[src/rtl/regfile_bist_if.sv]
// Register-file port bundle: one synchronous write port and two asynchronous read ports.
interface regfile_bist_if;
    logic        we3;
    logic [4:0]  wa3;
    logic [31:0] wd3;
    logic [4:0]  ra1;
    logic [4:0]  ra2;
    logic [31:0] rd1;
    logic [31:0] rd2;

    // The BIST side drives addresses and write data and observes read data.
    modport master (
        output we3, wa3, wd3, ra1, ra2,
        input  rd1, rd2
    );

    // The register file side.
    modport slave (
        input  we3, wa3, wd3, ra1, ra2,
        output rd1, rd2
    );
endinterface

[src/rtl/regfile_bist.sv]
// Two-pass address-keyed march over a 2R/1W register file, with mismatch counting
// and capture of the first failing address, port and observed data.
module regfile_bist #(
    parameter int unsigned NREGS    = 32,
    parameter logic [31:0] PATTERN  = 32'hA5C3_0F96,
    parameter bit          ZERO_REG = 1'b1
) (
    input  logic           clk,
    input  logic           reset,
    input  logic           start,
    output logic           busy,
    output logic           done,
    output logic           pass,
    output logic [7:0]     err_count,
    output logic [4:0]     fail_addr,
    output logic           fail_port,
    output logic [31:0]    fail_data,
    regfile_bist_if.master rf
);

    typedef enum logic [2:0] {StIdle, StWr0, StRd0, StWr1, StRd1, StDone} state_e;

    localparam logic [4:0] LastIdx = 5'(NREGS - 1);

    state_e      state_q, state_d;
    logic [4:0]  idx_q, idx_d;
    logic [7:0]  err_q;
    logic [4:0]  fail_addr_q;
    logic        fail_port_q;
    logic [31:0] fail_data_q;

    logic        phase;
    logic        in_rd;
    logic        idle_like;
    logic [4:0]  mirror;
    logic        mis1, mis2;
    logic [8:0]  err_sum;

    // Data written in pass p; the hardwired-zero override is deliberately absent here.
    function automatic logic [31:0] pat_val(input logic [4:0] a, input logic p);
        logic [31:0] base;
        base = PATTERN ^ {27'b0, a};
        return p ? ~base : base;
    endfunction

    // Value a healthy register file returns, honouring a hardwired r0.
    function automatic logic [31:0] exp_val(input logic [4:0] a, input logic p);
        if (ZERO_REG && (a == 5'd0)) begin
            return 32'd0;
        end
        return pat_val(a, p);
    endfunction

    assign phase     = (state_q == StWr1) || (state_q == StRd1);
    assign in_rd     = (state_q == StRd0) || (state_q == StRd1);
    assign idle_like = (state_q == StIdle) || (state_q == StDone);
    assign mirror    = LastIdx - idx_q;
    assign mis1      = in_rd && (rf.rd1 != exp_val(idx_q, phase));
    assign mis2      = in_rd && (rf.rd2 != exp_val(mirror, phase));
    assign err_sum   = {1'b0, err_q} + {8'd0, mis1} + {8'd0, mis2};

    // State and march index register.
    always_ff @(posedge clk) begin
        if (reset) begin
            state_q <= StIdle;
            idx_q   <= 5'd0;
        end else begin
            state_q <= state_d;
            idx_q   <= idx_d;
        end
    end

    // Next-state: each march state sweeps idx over all registers, then hands over.
    always_comb begin
        state_d = state_q;
        idx_d   = idx_q;
        unique case (state_q)
            StIdle, StDone: begin
                if (start) begin
                    state_d = StWr0;
                    idx_d   = 5'd0;
                end
            end
            StWr0, StRd0, StWr1, StRd1: begin
                if (idx_q == LastIdx) begin
                    idx_d = 5'd0;
                    unique case (state_q)
                        StWr0:   state_d = StRd0;
                        StRd0:   state_d = StWr1;
                        StWr1:   state_d = StRd1;
                        default: state_d = StDone;
                    endcase
                end else begin
                    idx_d = idx_q + 5'd1;
                end
            end
            default: begin
                state_d = StIdle;
                idx_d   = 5'd0;
            end
        endcase
    end

    // Outputs decoded from the registered state, so they change only on clock edges.
    always_comb begin
        rf.we3 = 1'b0;
        rf.wa3 = 5'd0;
        rf.wd3 = 32'd0;
        rf.ra1 = 5'd0;
        rf.ra2 = 5'd0;
        busy   = 1'b0;
        done   = 1'b0;
        unique case (state_q)
            StWr0, StWr1: begin
                busy   = 1'b1;
                rf.we3 = 1'b1;
                rf.wa3 = idx_q;
                rf.wd3 = pat_val(idx_q, phase);
            end
            StRd0, StRd1: begin
                busy   = 1'b1;
                rf.ra1 = idx_q;
                rf.ra2 = mirror;
            end
            StDone:  done = 1'b1;
            default: ;
        endcase
        pass = done && (err_q == 8'd0);
    end

    // Result accounting; a zero count doubles as "no failure captured yet".
    always_ff @(posedge clk) begin
        if (reset || (idle_like && start)) begin
            err_q       <= 8'd0;
            fail_addr_q <= 5'd0;
            fail_port_q <= 1'b0;
            fail_data_q <= 32'd0;
        end else if (in_rd) begin
            err_q <= err_sum[8] ? 8'hFF : err_sum[7:0];
            if ((err_q == 8'd0) && (mis1 || mis2)) begin
                fail_addr_q <= mis1 ? idx_q : mirror;
                fail_port_q <= ~mis1;
                fail_data_q <= mis1 ? rf.rd1 : rf.rd2;
            end
        end
    end

    assign err_count = err_q;
    assign fail_addr = fail_addr_q;
    assign fail_port = fail_port_q;
    assign fail_data = fail_data_q;

endmodule

[src/flat_wrapper.sv]
// flat-port wrapper written by rule: the top's interface ports become plain ports
module regfile_bist_flat 
#(
    parameter int unsigned NREGS    = 32,
    parameter logic [31:0] PATTERN  = 32'hA5C3_0F96,
    parameter bit          ZERO_REG = 1'b1
)
  (clk, reset, start, busy, done, pass, err_count, fail_addr, fail_port, fail_data, rf_we3, rf_wa3, rf_wd3, rf_ra1, rf_ra2, rf_rd1, rf_rd2);
  regfile_bist_if rf_i ();
  input  logic clk;
  input  logic reset;
  input  logic start;
  output logic busy;
  output logic done;
  output logic pass;
  output logic [7:0] err_count;
  output logic [4:0] fail_addr;
  output logic fail_port;
  output logic [31:0] fail_data;
  output wire logic [$bits(rf_i.we3)-1:0] rf_we3;
  output wire logic [$bits(rf_i.wa3)-1:0] rf_wa3;
  output wire logic [$bits(rf_i.wd3)-1:0] rf_wd3;
  output wire logic [$bits(rf_i.ra1)-1:0] rf_ra1;
  output wire logic [$bits(rf_i.ra2)-1:0] rf_ra2;
  input wire logic [$bits(rf_i.rd1)-1:0] rf_rd1;
  input wire logic [$bits(rf_i.rd2)-1:0] rf_rd2;
  assign rf_we3 = rf_i.we3;
  assign rf_wa3 = rf_i.wa3;
  assign rf_wd3 = rf_i.wd3;
  assign rf_ra1 = rf_i.ra1;
  assign rf_ra2 = rf_i.ra2;
  assign rf_i.rd1 = rf_rd1;
  assign rf_i.rd2 = rf_rd2;
  regfile_bist #(.NREGS(NREGS), .PATTERN(PATTERN), .ZERO_REG(ZERO_REG)) u_core (.clk(clk), .reset(reset), .start(start), .busy(busy), .done(done), .pass(pass), .err_count(err_count), .fail_addr(fail_addr), .fail_port(fail_port), .fail_data(fail_data), .rf(rf_i));
endmodule
[config.mk]
export PLATFORM = sky130hd
export DESIGN_NAME = regfile_bist_flat
export DESIGN_NICKNAME = d
export VERILOG_FILES = /design/src/rtl/regfile_bist_if.sv /design/src/rtl/regfile_bist.sv /design/src/flat_wrapper.sv
export SDC_FILE = /design/constraint.sdc
export NUM_CORES = 1
export LEC_CHECK = 0
export CAP_MARGIN = 20
export CORE_MARGIN = 2
export CORE_UTILIZATION = 47
export CTS_BUF_LIST = sky130_fd_sc_hd__clkbuf_16
export CTS_CLUSTER_DIAMETER = 60
export CTS_CLUSTER_SIZE = 28
export DETAILED_ROUTE_END_ITERATION = 12
export PLACE_DENSITY = 0.88
export SYNTH_ARGS = -nofsm -noshare
export SYNTH_HDL_FRONTEND = slang
export SYNTH_SLANG_ARGS = --single-unit
[constraint.sdc]
create_clock -name clk -period 8.9 [get_ports clk]
set_input_delay 0.89 -clock clk [delete_from_list [all_inputs] [get_ports clk]]
set_output_delay 0.89 -clock clk [all_outputs]
set_load 0.005 [all_outputs]
==> results of run 1 <==
state kept, by name, indices dropped and copies added (netlist names):
register          cells
u_core.fail_data     32
u_core.err_count      8
u_core.fail_addr      5
u_core.idx_q          5
u_core.state_q        3
u_core.fail_port      1
cell type report:
class	instances	share of cell area [%]
clock buffers	5	2.30
flip-flops and latches	54	19.9
repair buffers	168	30.8
inverters	11	0.759
clock inverters	3	0.783
well taps	102	2.35
multi-input cells	402	43.1
power breakdown:
part,total (W),switching [W],internal [W]
sequential,0.000245,0.00000333,0.000242
clock,0.000228,0.0000950,0.000133
combinational,0.0000900,0.0000410,0.0000490
worst register-to-register path, cell delays in order, from the launching register on:
cell and delay (ns):
dfxtp_1 0.54, nand3b_2 0.32, inv_2 0.22, nor2_1 0.82, a21oi_1 0.22, xnor2_1 0.19
a2111o_1 0.47, o21a_1 0.20, buf_4 0.26, fa_1 0.50, ha_1 0.26, nand4_1 0.26
a31oi_1 0.12
cell families after synthesis:
logic type / Yosys count
buffers and inverters: 75
flip-flops: 54
AND/OR/NAND/NOR: 199
adder cells (fa/ha/maj): 6
multiplexers: 4
XOR/XNOR: 20
AO/OA/AOI/OAI: 173
Yosys cell counts, types with 15 or more instances:
library cell   n  area share [%]
o21ai_0       58             7.6
nor4_1        19             3.1
a21oi_1       49             6.4
nor3_1        17             2.2
nor2_1        44             4.3
clkbuf_1      19             1.9
buf_2         15             2.0
nand4_1       20             3.3
nand2_1       57             5.6
o21ai_1       17             2.2
buf_4         29             5.7
dfxtp_1       54              28
stage by stage:
step                      std cells  area (um^2)  utilization (%)
after floorplan                 531         3820                -
after global placement          736         5250             67.3
after detailed placement        736         5250             67.3
after CTS                       744         5420             69.4
after global routing            745         5440             69.6
final                           745         5440             69.6
final timing paths:
| path | slack [ns] | cells after the start | from | end |
|---|---|---|---|---|
| setup reg to reg | 4.42 | 12 | u_core.state_q[2]$_SDFFE_PP0P_ | u_core.err_count[0]$_SDFFE_PP0N_ |
| hold / removal | 0.52 | 2 | u_core.fail_addr[4]$_SDFFE_PP0P_ | u_core.fail_addr[4]$_SDFFE_PP0P_ |
| hold reg to reg | 0.52 | 2 | u_core.fail_addr[4]$_SDFFE_PP0P_ | u_core.fail_addr[4]$_SDFFE_PP0P_ |
| setup / recovery | 4.42 | 12 | u_core.state_q[2]$_SDFFE_PP0P_ | u_core.err_count[0]$_SDFFE_PP0N_ |
metal layers:
layer	up-vias	GRT usage [%]	part of all wire (%)
met1	2102	39.2	42
met2	231	46.3	47
met3	30	5.70	8.2
met4	0	9.30	1.9
li1	2138	-	-
met5	-	0	0
==> qor.csv, run 1 <==
stage,metric,value,unit
outcome,outcome,"finished, final reports clean",
clock_network,clkTransAtPathRegs,0.07,ns
route,viasPerCell,6.04,
critical_path,path_max_fanout,38,
clock_network,clockRootBuffer,clkbuf_16,
run,cap_violations,0,
logic_synthesis,synth_cells,531,
logic_synthesis,yosys_warnings,0,
clock_network,cts_buffer_depth,2,
logic_synthesis,seq_area_frac_synth,28.3,%
pwr,leakage,1.90,nW
logic_synthesis,synth_cell_types,61,
critical_path,crit_family,simple AND/OR/NAND/NOR gates,
route,wl,13300,um
pwr,power,0.000564,W
critical_path,startpoint_type,register,
cells_and_area,nFillCells,630,
cells_and_area,nNetsFinal,715,
clock_network,ctsHtreeMaxLevel,2,
logic_synthesis,synthFlopType,dfxtp_1,
timing,drv_slew,0,
critical_path,crit_chain,nand3b_2 > inv_2 > nor2_1 > a21oi_1 > xnor2_1 > a2111o_1 > o21a_1 > buf_4 > fa_1 > ha_1 > nand4_1 > a31oi_1,
route,first_iter_violations,387,
route,routedWlPerCell,17.8,um
cells_and_area,final_common_cell,clkdlybuf4s50_1,
logic_synthesis,synth_mux_area_share,1.08,%
timing,slew-limit-headroom,32.6,%
logic_synthesis,synth.avg_cell_area,7.20,um^2
hold_path,hp-class,reg2reg,
critical_path,slowest_stage,nor2_1,
route,num_vias,4501,
critical_path,cp_slowest_stage_delay,0.81,ns
clock_network,cts_buffers,5,
clock_network,cts_tree,built,
global_route,track_usage,29.0,%
timing,hold_viol,0,
die,core-area,7810,um^2
logic_synthesis,synth_adder_area_share,2.16,%
die,dieArea,8870,um^2
timing,finalSetupViolations,0,
placement,dp_slack,4.47,ns
cells_and_area,antenna_cells,0,
logic_synthesis,synth_compound_area_share,26.8,%
die,start_util,49.0,%
logic_synthesis,synth_top_family_by_area,compound AO/OA/AOI/OAI gates,
route,dr.pass1.iters,5,
global_route,grt_max_degree,39,
logic_synthesis,synth-xor-area-share,4.58,%
timing,finalWorstSetupSlack,4.42,ns
clock_network,clock-sinks,54,
cells_and_area,drive_gt1_share,3.89,%
critical_path,worstPathArrival,4.65,ns
cells_and_area,area_growth_syn_to_layout,42.2,%
die,rows,32,
logic_synthesis,yosys.area_share.simple,26.4,%
global_route,grt_pass1_vias,4196,
global_route,grt_pass1_wl,20600,um
cells_and_area,multiInputGateArea,2340,um^2
clock_network,post_cts_buffers,0,
placement,place_hpwl,9470,um
timing,tns,0,ns
logic_synthesis,synth-seq-cells,54,
logic_synthesis,async_reset_ff_share,0,%
cells_and_area,final_cell_mix,"clkdlybuf4s50_1, o21ai_0, nand2_1",
global_route,overflow,0,
pwr,peakVddDrop,0.0000730,V
cells_and_area,seq_area,1080,um^2
critical_path,worst-path-buf-inv,2,
route,antenna_left,0,
timing,rsz0062_at_grt,no,
clock_network,clock_latency,0.30,ns
die,fp.dieW,94.2,um
timing,min_period,4.48,ns
die,io_pins,164,
logic_synthesis,synth_area,3820,um^2
logic_synthesis,synth_nets,604,
route,drc,0,
die,dieHeight,94.2,um
placement,place_congestion,0.927,
placement,port_buffers,163,
timing,tightest_slew,1.01,ns
timing,max_freq,0.223,GHz
clock_network,postCtsResizedCells,0,
timing,finClkSkew,0.00508,ns
critical_path,end_kind,register,
timing,post-route-period-util,50.3,%
pwr,powerDensity,104,nW/um^2
logic_synthesis,synth_edf_count,0,
critical_path,crit_type,reg2reg,
clock_network,hold_buffers,0,
global_route,antenna_found_initial,0,
timing,holdWs,0.516,ns
critical_path,required,9.07,ns
No activity file was read; power rests on OpenSTA's default activity.
==> inputs of run 2 (changes only) <==
--- a/config.mk
+++ b/config.mk
@@ -7,12 +7,12 @@
 export LEC_CHECK = 0
 export CAP_MARGIN = 20
 export CORE_MARGIN = 2
-export CORE_UTILIZATION = 47
+export CORE_UTILIZATION = 43
 export CTS_BUF_LIST = sky130_fd_sc_hd__clkbuf_16
 export CTS_CLUSTER_DIAMETER = 60
 export CTS_CLUSTER_SIZE = 28
 export DETAILED_ROUTE_END_ITERATION = 12
-export PLACE_DENSITY = 0.88
+export PLACE_DENSITY = 0.81
 export SYNTH_ARGS = -nofsm -noshare
 export SYNTH_HDL_FRONTEND = slang
 export SYNTH_SLANG_ARGS = --single-unit
==> constraint.sdc (replaced) <==
create_clock -name clk -period 4.35 [get_ports clk]
set_input_delay 0.435 -clock clk [delete_from_list [all_inputs] [get_ports clk]]
set_output_delay 0.435 -clock clk [all_outputs]
set_load 0.005 [all_outputs]
==> qor.csv, run 2 (same netlist as run 1, synthesis figures left out) <==
stage,metric,value,unit,change
outcome,outcome,"finished, final reports clean",,
pwr,peakVddDrop,0.000173,V,+140%
global_route,grt_max_degree,39,,unchanged
cells_and_area,area_growth_syn_to_layout,43.4,%,
timing,drv_slew,0,,unchanged
cells_and_area,largest_register_ffs,32,,unchanged
hold_path,whs_path_depth,2,,unchanged
route,drc,0,,unchanged
timing,finClkSkew,0.00540,ns,+0.000315 ns
route,dr.pass1.iters,5,,unchanged
critical_path,reg2reg_depth,14,,+2
cells_and_area,antenna_cells,0,,unchanged
critical_path,worstPathArrival,4.10,ns,-0.55 ns
timing,holdWs,0.510,ns,-0.00515 ns
timing,finalSetupViolations,0,,unchanged
die,dieHeight,98.3,um,+4.4%
clock_network,cts_buffers,5,,unchanged
global_route,track_usage,26.2,%,-2.8 points
clock_network,clkTransAtPathRegs,0.07,ns,about the same
timing,tns,0,ns,unchanged
placement,place_hpwl,9500,um,+0.31%
clock_network,postCtsResizedCells,0,,unchanged
cells_and_area,stdcell_area,5480,um^2,+0.83%
placement,port_buffers,163,,unchanged
timing,slew-limit-headroom,36.7,%,+4.1 points
route,num_vias,4569,,+1.5%
cells_and_area,drive_gt1_share,4.78,%,+0.89 points
die,rows,34,,+6.3%
timing,hold_viol,0,,unchanged
pwr,powerDensity,211,nW/um^2,+100%
hold_path,hp-class,reg2reg,,
clock_network,ctsHtreeMaxLevel,2,,unchanged
clock_network,hold_buffers,0,,unchanged
critical_path,reg2reg_from,u_core.idx_q[2]$_SDFFE_PP0P_,,
critical_path,end_kind,register,,
cells_and_area,nNetsFinal,721,,+0.84%
clock_network,cts_buffer_depth,2,,unchanged
die,io_pins,164,,unchanged
clock_network,clock-sinks,54,,unchanged
critical_path,startpoint_type,register,,
global_route,overflow,0,,unchanged
critical_path,critPathLaunch,u_core.idx_q[2]$_SDFFE_PP0P_,,
critical_path,crit_type,reg2reg,,
die,dieArea,9660,um^2,+8.9%
route,antenna_left,0,,unchanged
pwr,leakage,1.93,nW,+1.3%
timing,max_freq,0.255,GHz,+14%
timing,min_period,3.92,ns,-0.554 ns
route,first_iter_violations,359,,-7.2%
critical_path,path_max_fanout,12,,-68%
clock_network,cts_tree,built,,
global_route,antenna_found_initial,0,,unchanged
die,start_util,44.0,%,-4.9 points
clock_network,clock_latency,0.30,ns,about the same
clock_network,clockRootBuffer,clkbuf_16,,
cells_and_area,final_common_cell,clkdlybuf4s50_1,,
timing,post-route-period-util,90.2,%,+40 points
route,viasPerCell,6.04,,about the same
die,fp.dieW,98.3,um,+4.4%
run,cap_violations,0,,unchanged
route,routedWlPerCell,17.7,um,-0.79%
cells_and_area,nFillCells,772,,+23%
hold_path,min-delay-start,u_core.fail_port$_SDFFE_PP0P_,,
cells_and_area,instances_no_fill,757,,+1.6%
timing,rsz0062_at_grt,no,,
cells_and_area,final_cell_mix,"clkdlybuf4s50_1, o21ai_0, nand2_1",,
timing,tightest_slew,0.949,ns,-0.0574 ns
placement,place_area,5310,um^2,+1.1%
route,wl,13400,um,+0.81%
die,core-area,8680,um^2,+11%
critical_path,required,4.53,ns,-4.54 ns
placement,placed_cells,749,,+1.8%
placement,place_congestion,0.931,,+0.36%
clock_network,post_cts_buffers,0,,unchanged
global_route,grt_pass1_wl,21000,um,+2.1%
global_route,grt_pass1_vias,4230,,+0.81%
-- run 2: changes by cell type in the layout (fill, tap and decap cells not counted), sizes merged --
cell  change
buf       +6
-- run 2: per-layer routing --
metal | vias up | GRT usage [%] | share of wire [%] | routed length (um)
li1 | 2141 | - | - | -
met4 | 0 | 9.17 | 2.8 | 371
met1 | 2133 | 35.7 | 43 | 5700
met5 | - | 0 | 0 | 0
met2 | 259 | 41.4 | 46 | 6120
met3 | 36 | 5.23 | 8.9 | 1190
-- run 2: path summary, 6_finish.rpt --
kind                                      end  slack, ns
max          u_core.err_count[7]$_SDFFE_PP0N_       0.43
min             u_core.fail_port$_SDFFE_PP0P_       0.51
max reg2reg  u_core.err_count[7]$_SDFFE_PP0N_       0.43
min reg2reg     u_core.fail_port$_SDFFE_PP0P_       0.51
-- run 2: power breakdown --
part / internal (W) / switching [W] / total, W
registers: 0.000495 / 0.00000327 / 0.000499
clock network: 0.000272 / 0.000195 / 0.000467
logic: 0.000102 / 0.0000867 / 0.000188
total: 0.000870 / 0.000285 / 0.00115
-- run 2: final cells by class --
cell class	count	area (um^2)	area share [%]
Multi-Input combinational cell	402	2340	42.7
Timing Repair Buffer	174	1710	31.3
Sequential cell	54	1080	19.7
Tap cell	108	135	2.47
Clock buffer	5	125	2.28
Clock inverter	3	42.5	0.776
Inverter	11	41.3	0.753
-- run 2: stage by stage --
stage | worst slack, ns | utilization, % | power [W]
4_1_cts | 0.502 | 63.2 | 0.00116
5_1_grt | 0.132 | 63.2 | 0.00118
6_report | 0.426 | 63.2 | 0.00115
2_1_floorplan | 0.841 | - | 0.000587
3_5_place_dp | 0.386 | 61.2 | 0.000695
3_3_place_gp | 0.487 | 61.2 | 0.000691
-- run 2: critical path, cell delays in order, from the launching register on --
cell and delay [ns]:
dfxtp_1 0.60, and3_1 0.28, ha_1 0.47, inv_1 0.18, nor2_1 0.11, o21ai_0 0.11, a221o_1 0.40, a2111oi_2 0.44
nor2_1 0.11, fa_1 0.48, ha_1 0.26, nand2_1 0.11, nand2_1 0.06, mux2i_1 0.13, nor2_1 0.06
